### config.mk
export PLATFORM = sky130hd
export DESIGN_NAME = ctrl_pipe
export DESIGN_NICKNAME = d
export VERILOG_FILES = /design/src/rtl/ctrl_pkg.sv /design/src/rtl/ctrl_decode.sv /design/src/rtl/ctrl_pipe.sv
export SDC_FILE = /design/constraint.sdc
export NUM_CORES = 1
export LEC_CHECK = 0
export BUFFER_PORTS_ARGS = -buffer_cell sky130_fd_sc_hd__buf_2
export CAP_MARGIN = 20
export CORE_MARGIN = 1
export CORE_UTILIZATION = 45
export DETAILED_ROUTE_END_ITERATION = 6
export PLACE_DENSITY_LB_ADDON = 0.15
export SYNTH_ARGS = -nofsm -noshare
export SYNTH_HDL_FRONTEND = slang
export SYNTH_SLANG_ARGS = --single-unit
### constraint.sdc
create_clock -name clk_i -period 2.9 [get_ports clk_i]
set_input_delay 0.145 -clock clk_i [delete_from_list [all_inputs] [get_ports clk_i]]
set_output_delay 0.145 -clock clk_i [all_outputs]
set_load 0.005 [all_outputs]
### src/rtl/ctrl_pkg.sv
// Shared definitions for the pipelined control unit: opcode constants,
// ALUOp encodings and the control-word layout carried through ID/EX,
// EX/MEM and MEM/WB.
package ctrl_pkg;

    localparam int unsigned OPC_W  = 6;
    localparam int unsigned CTRL_W = 9;

    localparam logic [OPC_W-1:0] OP_RTYPE = 6'b000000;
    localparam logic [OPC_W-1:0] OP_ADDI  = 6'b001000;
    localparam logic [OPC_W-1:0] OP_LW    = 6'b100011;
    localparam logic [OPC_W-1:0] OP_SW    = 6'b101011;
    localparam logic [OPC_W-1:0] OP_BEQ   = 6'b000100;
    localparam logic [OPC_W-1:0] OP_J     = 6'b000010;
    localparam logic [OPC_W-1:0] OP_ORI   = 6'b001101;

    typedef enum logic [1:0] {
        ALU_ADD   = 2'b00,
        ALU_SUB   = 2'b01,
        ALU_OR    = 2'b10,
        ALU_RTYPE = 2'b11
    } aluop_e;

    // Full 9-bit control word, MSB first: EX fields, then M, then WB.
    typedef struct packed {
        logic   alusrc;
        aluop_e aluop;
        logic   regdst;
        logic   branch;
        logic   memread;
        logic   memwrite;
        logic   regwrite;
        logic   memtoreg;
    } ctrl_word_t;

    typedef struct packed {
        logic branch;
        logic memread;
        logic memwrite;
        logic regwrite;
        logic memtoreg;
    } exmem_t;

    typedef struct packed {
        logic regwrite;
        logic memtoreg;
    } memwb_t;

endpackage

### src/rtl/ctrl_decode.sv
// Purely combinational opcode -> control-word decoder.
// Ports:
//   i_op        opcode of the ID-stage instruction
//   o_ctrl_c    9-bit control word (ctrl_word_t layout), zero for j/illegal
//   o_illegal_c opcode not recognised
module ctrl_decode
    import ctrl_pkg::*;
#(
    parameter int unsigned OP_W    = 6,
    parameter int unsigned EXT_OPS = 0
) (
    input  logic [OP_W-1:0]   i_op,
    output logic [CTRL_W-1:0] o_ctrl_c,
    output logic              o_illegal_c
);

    ctrl_word_t w_ctrl;

    // Decode table; any field not set below stays 0.
    always_comb begin
        w_ctrl      = '0;
        o_illegal_c = 1'b0;
        case (i_op)
            OP_W'(OP_RTYPE): begin
                w_ctrl.aluop    = ALU_RTYPE;
                w_ctrl.regdst   = 1'b1;
                w_ctrl.regwrite = 1'b1;
            end
            OP_W'(OP_ADDI): begin
                w_ctrl.alusrc   = 1'b1;
                w_ctrl.aluop    = ALU_ADD;
                w_ctrl.regwrite = 1'b1;
            end
            OP_W'(OP_LW): begin
                w_ctrl.alusrc   = 1'b1;
                w_ctrl.aluop    = ALU_ADD;
                w_ctrl.memread  = 1'b1;
                w_ctrl.regwrite = 1'b1;
                w_ctrl.memtoreg = 1'b1;
            end
            OP_W'(OP_SW): begin
                w_ctrl.alusrc   = 1'b1;
                w_ctrl.aluop    = ALU_ADD;
                w_ctrl.memwrite = 1'b1;
            end
            OP_W'(OP_BEQ): begin
                w_ctrl.aluop    = ALU_SUB;
                w_ctrl.branch   = 1'b1;
            end
            OP_W'(OP_J): begin
                w_ctrl = '0;
            end
            OP_W'(OP_ORI): begin
                if (EXT_OPS != 0) begin
                    w_ctrl.alusrc   = 1'b1;
                    w_ctrl.aluop    = ALU_OR;
                    w_ctrl.regwrite = 1'b1;
                end else begin
                    o_illegal_c = 1'b1;
                end
            end
            default: o_illegal_c = 1'b1;
        endcase
    end

    assign o_ctrl_c = w_ctrl;

endmodule

### src/rtl/ctrl_pipe.sv
// Pipelined control unit: decodes the ID opcode, carries the control word
// through ID/EX, EX/MEM and MEM/WB, inserts bubbles on stall/flush and
// counts them with a saturating counter.
// Ports:
//   clk_i, rst_i (sync, active-low)
//   Op_i, valid_i, stall_i, flush_i     ID-stage inputs
//   branch_o, jump_o                    combinational PC-select controls
//   ex_*_o, mem_*_o, wb_*_o             registered stage controls
//   ex_illegal_o                        EX instruction had an illegal opcode
//   bubble_cnt_o                        saturating bubble count
module ctrl_pipe
    import ctrl_pkg::*;
#(
    parameter int unsigned OP_W    = 6,
    parameter int unsigned CNT_W   = 16,
    parameter int unsigned EXT_OPS = 0
) (
    input  logic             clk_i,
    input  logic             rst_i,
    input  logic [OP_W-1:0]  Op_i,
    input  logic             valid_i,
    input  logic             stall_i,
    input  logic             flush_i,
    output logic             branch_o,
    output logic             jump_o,
    output logic             ex_alusrc_o,
    output logic [1:0]       ex_aluop_o,
    output logic             ex_regdst_o,
    output logic             mem_branch_o,
    output logic             mem_read_o,
    output logic             mem_write_o,
    output logic             wb_regwrite_o,
    output logic             wb_memtoreg_o,
    output logic             ex_illegal_o,
    output logic [CNT_W-1:0] bubble_cnt_o
);

    logic [CTRL_W-1:0] w_dec_bits;
    logic              w_dec_illegal;
    logic              w_accept;
    logic              w_bubble_req;

    ctrl_word_t        r_idex;
    logic              r_ex_illegal;
    exmem_t            r_exmem;
    memwb_t            r_memwb;
    logic [CNT_W-1:0]  r_bubble_cnt;

    ctrl_decode #(
        .OP_W    (OP_W),
        .EXT_OPS (EXT_OPS)
    ) u_decode (
        .i_op        (Op_i),
        .o_ctrl_c    (w_dec_bits),
        .o_illegal_c (w_dec_illegal)
    );

    // A stall and a flush together still cost a single bubble.
    assign w_accept     = valid_i & ~stall_i & ~flush_i;
    assign w_bubble_req = valid_i & (stall_i | flush_i);

    // PC-select is needed in ID itself, so it bypasses the pipeline and reset.
    assign branch_o = (Op_i == OP_W'(OP_BEQ)) & valid_i & ~flush_i;
    assign jump_o   = (Op_i == OP_W'(OP_J))   & valid_i & ~flush_i;

    // Stage registers advance every cycle; nothing ever holds.
    always_ff @(posedge clk_i) begin
        if (!rst_i) begin
            r_idex       <= '0;
            r_ex_illegal <= 1'b0;
            r_exmem      <= '0;
            r_memwb      <= '0;
            r_bubble_cnt <= '0;
        end else begin
            r_idex       <= w_accept ? ctrl_word_t'(w_dec_bits) : '0;
            r_ex_illegal <= w_accept & w_dec_illegal;
            r_exmem      <= '{branch:   r_idex.branch,
                              memread:  r_idex.memread,
                              memwrite: r_idex.memwrite,
                              regwrite: r_idex.regwrite,
                              memtoreg: r_idex.memtoreg};
            r_memwb      <= '{regwrite: r_exmem.regwrite,
                              memtoreg: r_exmem.memtoreg};
            if (w_bubble_req && (r_bubble_cnt != '1)) begin
                r_bubble_cnt <= r_bubble_cnt + CNT_W'(1);
            end
        end
    end

    assign ex_alusrc_o   = r_idex.alusrc;
    assign ex_aluop_o    = r_idex.aluop;
    assign ex_regdst_o   = r_idex.regdst;
    assign mem_branch_o  = r_exmem.branch;
    assign mem_read_o    = r_exmem.memread;
    assign mem_write_o   = r_exmem.memwrite;
    assign wb_regwrite_o = r_memwb.regwrite;
    assign wb_memtoreg_o = r_memwb.memtoreg;
    assign ex_illegal_o  = r_ex_illegal;
    assign bubble_cnt_o  = r_bubble_cnt;

endmodule
# Word level (Yosys, flattened, before mapping)
# Cells that the tools add are included.
# word_totals
elab_cells,47
register_bits,31
output_inout_bits,28
input_bits,11
# op_classes
reduce_logical,6
add_sub_neg,1
eq_ne,6
n_mux,8
n_bitwise,11
# ops
op,n
16-bit by 1-bit adder with 16-bit output (second input constant),1
16-bit != test (second input constant),1
6-bit == test (second input constant),2
1-bit AND,8
1-bit 2-to-1 mux,7
6-bit by 2-bit == test with 1-bit output (second input constant),1
6-bit by 3-bit == test with 1-bit output (second input constant),1
6-bit by 4-bit == test with 1-bit output (second input constant),1
6-bit zero test,1
3-bit OR reduction,2
6-bit OR reduction,1
2-bit one-hot mux with 2 select lines,1
1-bit NOT,2
2-bit AND reduction,1
1-bit logical AND,1
1-bit OR,1

# Logic depth before layout (Yosys ltp)
# logic_depth
word_depth,4
depth_mapped,6

# Hierarchy
# A second synthesis with hierarchy kept.
# unflattened
cells_unflattened,166
area_unflattened_um2,1532.7
# modules_own_cells
module,area_each_um2,cells_each,instances
ctrl_pipe,1370.1,145,1
ctrl_decode,162.7,21,1

# Worst setup path after synthesis
# Ideal clock, no wire load.
# synth_timing
path_type,register -> register
startpoint,"register r_bubble_cnt[0], in the netlist bubble_cnt_o[0]"
endpoint,"register r_bubble_cnt[14], in the netlist bubble_cnt_o[14]"
slack_ns,1.125
synth_period_minus_slack_ns,1.775
arrival_ns,1.656
stages_incl_launch_ff,6
cell_sequence,dfxtp_1 ha_1 o211ai_1 a2111oi_0 nand4_1 mux2i_1
# synth_via
elab_chain_len,2
word_cells_on_any_way,3
classes_between,add/sub (1); eq/ne (1); reduce/logical (1)
# synth_rtl
element,line_no,rtl
start: declaration,ctrl_pipe.sv:47,logic [CNT_W-1:0] r_bubble_cnt;
start signal: assignment,ctrl_pipe.sv:85,r_bubble_cnt <= r_bubble_cnt + CNT_W'(1);
"parallel branches: the longest is 2 deep, another holds 16-bit by 1-bit adder with 16-bit output",--,
# Several ways; the timed one is not identified.
# A chain may end at the register's enable or synchronous reset.

# Final worst setup path
# Ends and elaborated chain as after synthesis.

==> flow_summary.yaml <==
setup_path:
  crit_path_cell_trace: "ha_1, o211ai_1, a2111oi_0, nand4_1, mux2i_1"
  crit_path_end_kind: "flip-flop"
  start_kind: "flip-flop"
  critical_path_required_ns: 3.13
  timing.critical_path.slowest_stage_cell: "sky130_fd_sc_hd__a2111oi_0"
  critical_path_peak_fanout: 5
  slowest_delay_ns: 0.82
  worst-endpoint-arrival_ns: 2.22
  path_delay_family: "compound AO/OA/AOI/OAI gates"
  timing.setup.critical_path_class: "reg -> reg"
  cp_num_buf_inv: 0
synth:
  ys.warnings.count: 0
  netlist-cell-type-count: 41
  post_synthesis_sequential_element_count: 31
  syn_inst: 145
  synth_nets: 157
  mappedNetlistArea_um2: 1320
  postSynthAreaPerCell_um2: 9.13
  seq_area_frac_synth_pct: 46.9
routing:
  drt-vias-per-instance: 5.59
  drt.antenna.violating_nets: 0
  post-route-drc-count: 0
  firstDrtPassIters: 4
  post_drt_wl_per_cell_um: 12.7
  routed_wirelength_mm: 2.78
  drt_first_iter_violations: 58
  vias: 1224
timing:
  maximum_clock_rate_mhz: 502
  finalWorstPathRequiredPeriod_ns: 1.99
  fin_worst_skew_ns: 0.00746
  finalHoldViolations: 0
  final.period_utilization_pct: 68.7
  timing_max_transition_violations_final: 0
  setup_tns_ns: 0
  timing.max_slew.rel_slack_pct: 38.3
  finalSetupViolCount: 0
  setup_repair_after_global_routing_missed_its_margin: "false"
  tightest_slew_ns: 0.903
outcome:
  run_status: "complete, no violations"
layout:
  fill_cells: 280
  final_layout_size_suffix_gt1_share_pct: 28.7
  insertedDiodeCount: 0
  layout.cells.most_common: "sky130_fd_sc_hd__buf_2"
  stdcell_count: 219
  nNetsFinal: 199
  final_cell_mix: "sky130_fd_sc_hd__buf_2 (38), sky130_fd_sc_hd__dfxtp_1 (31), sky130_fd_sc_hd__nand2_1 (10), sky130_fd_sc_hd__and2_1 (10), sky130_fd_sc_hd__a21oi_1 (9)"
  layout_overhead_on_the_synthesized_area_pct: 22.6
pwr:
  pwr-share-comb_pct: 4.5
  switching_share_pct: 21.1
  cellInternalPower_uw: 646
  netSwitchingPower_uw: 173
  power_leakage_uw: 0.000707
  clock_power_share_pct: 43.0
  powerDensity_nw_per_um2: 505
  p_seq_share_pct: 52.5
  irDropWorstVdd_v: 0.000446
job:
  timing.max_cap.violations: 0
clock_tree:
  clk_pin_slew_ns: 0.10
  cts_inserted_buffers: 5
  cts_repair_resized_insts: 0
  htreeDepth: 2
  root_buffer: "sky130_fd_sc_hd__clkbuf_4"
  cts_tree: "yes"
  cts_sinks: 31
  worst_skew_pair.late_latency_ns: 0.33
  cts_setup_buffers: 0
  cts_hold_buffers: 0
  cts-root-to-sink-buffers: 2
min_path:
  hold_class: "in -> reg"
global_route:
  via_count_of_the_first_global_routing_pass: 1153
  globalRoute.totalOverflow: 0
  pin_count_of_the_biggest_net_entering_global_routing: 19
  grt_first_pass_wirelength_mm: 4.98
  initial_antenna_violation_count: 0
  grt.total_usage_pct: 20.3
die:
  num_rows: 19
  vertical_die_dimension_um: 56.2
  floorplan.core_area_um2: 2780
  initial_utilization_pct: 47.6
  horizontal_extent_of_the_die_um: 56.2
  io-pin-count: 39
  die-area_um2: 3160
placed_design:
  routabilityCongestion: 0.791
  dpl.cell_count: 211
  buffer_ports.inserted: 38
  detailedPlacementHpwl_mm: 2.01
==> power groups by stage <==
| stage | sequential, uW | clock, uW | combinational, uW |
|---|---|---|---|
| finish | 430 | 352 | 37.0 |
| global route | 431 | 378 | 41.9 |
| CTS | 430 | 363 | 37.2 |
| detailed placement | 440 | 0 | 37.2 |
| global placement | 440 | 0 | 35.3 |
| floorplan | 440 | 0 | 16.9 |
==> synth_stat cells (all sizes together) <==
library cell | instances | area share, %
or3 | 4 | 2.0
or3b | 1 | 0.66
o31ai | 4 | 2.3
a31oi | 1 | 0.47
dfxtp | 31 | 47
nand4 | 6 | 2.8
mux2i | 3 | 2.3
nor2 | 8 | 2.3
or4 | 5 | 3.1
buf | 3 | 1.5
ha | 1 | 0.95
o21ba | 1 | 0.76
or4b | 1 | 0.76
a211oi | 1 | 0.57
a2111oi | 1 | 0.66
xor2 | 1 | 0.66
and2 | 10 | 4.7
o311ai | 1 | 0.66
a21oi | 9 | 3.4
nand2 | 10 | 2.8
o21ai | 5 | 2.2
o211a | 2 | 1.5
nor3b | 1 | 0.57
clkbuf | 1 | 0.28
nand3 | 6 | 2.3
inv | 3 | 0.85
nor3 | 6 | 2.3
clkinv | 1 | 0.28
or2 | 1 | 0.47
and3 | 1 | 0.47
xnor2 | 1 | 0.66
and4 | 2 | 1.4
a41oi | 1 | 0.66
nor4 | 5 | 2.4
o211ai | 2 | 1.1
nand2b | 5 | 2.4
==> metal layers <==
layer,vias up,part of all wire [%],track usage [%]
met4,0,1.8,8.36
met5,-,0,0
li1,626,-,-
met2,26,49,34.4
met3,6,3.5,6.51
met1,566,46,23.6
==> cell families after synthesis <==
logic type | share of synthesized area (%)
compound gates | 14.3
mux | 2.27
fa+ha+maj | 0.945
buf+inv | 2.93
flops | 46.9
simple gates | 31.4
xor+xnor | 1.32
==> worst reg2reg max path, cell delays in order (launching register included) <==
cell and delay (ns):
sky130_fd_sc_hd__dfxtp_1 0.40, sky130_fd_sc_hd__ha_1 0.21, sky130_fd_sc_hd__o211ai_1 0.12, sky130_fd_sc_hd__a2111oi_0 0.82, sky130_fd_sc_hd__nand4_1 0.20, sky130_fd_sc_hd__mux2i_1 0.15
==> worst paths after layout <==
kind	cells after the start	endpoint	slack, ns	start
min reg2reg	1	wb_regwrite_o$_SDFF_PN0_	0.45	r_exmem[1]$_SDFF_PN0_
max	5	bubble_cnt_o[14]$_SDFFE_PN0P_	0.91	bubble_cnt_o[0]$_SDFFE_PN0P_
max reg2reg	5	bubble_cnt_o[14]$_SDFFE_PN0P_	0.91	bubble_cnt_o[0]$_SDFFE_PN0P_
min	2	r_idex[0]$_SDFF_PN0_	0.07	Op_i[3]
==> sequential cells by signal, summed over array words and instances, names as in the netlist <==
register and cells:
bubble_cnt_o 16, ex_aluop_o 2, ex_alusrc_o 1, ex_illegal_o 1, ex_regdst_o 1, mem_branch_o 1, mem_write_o 1, r_exmem 2
r_idex 4, wb_memtoreg_o 1, wb_regwrite_o 1
==> final cells by class <==
class	count	area (um2)	area share, %
Inverter	4	15.0	0.925
Clock buffer	6	51.3	3.16
Timing Repair Buffer	39	198	12.2
Sequential cell	31	621	38.2
Tap cell	31	38.8	2.39
Clock inverter	2	35.0	2.16
Multi-Input combinational cell	106	664	40.9
==> through the flow <==
stage	hold WS [ns]	util (%)	total power, uW	instance area, um2	setup slack [ns]
after floorplan	0.224	-	457	1320	1.12
final	0.0680	58.3	819	1620	0.908
after global routing	0.0674	58.3	851	1620	0.696
after global placement	0.404	55.2	475	1540	0.944
after detailed placement	0.413	55.2	477	1540	0.916
after CTS	0.0521	58.3	830	1620	0.893
No activity file was read; power rests on OpenSTA's default activity.
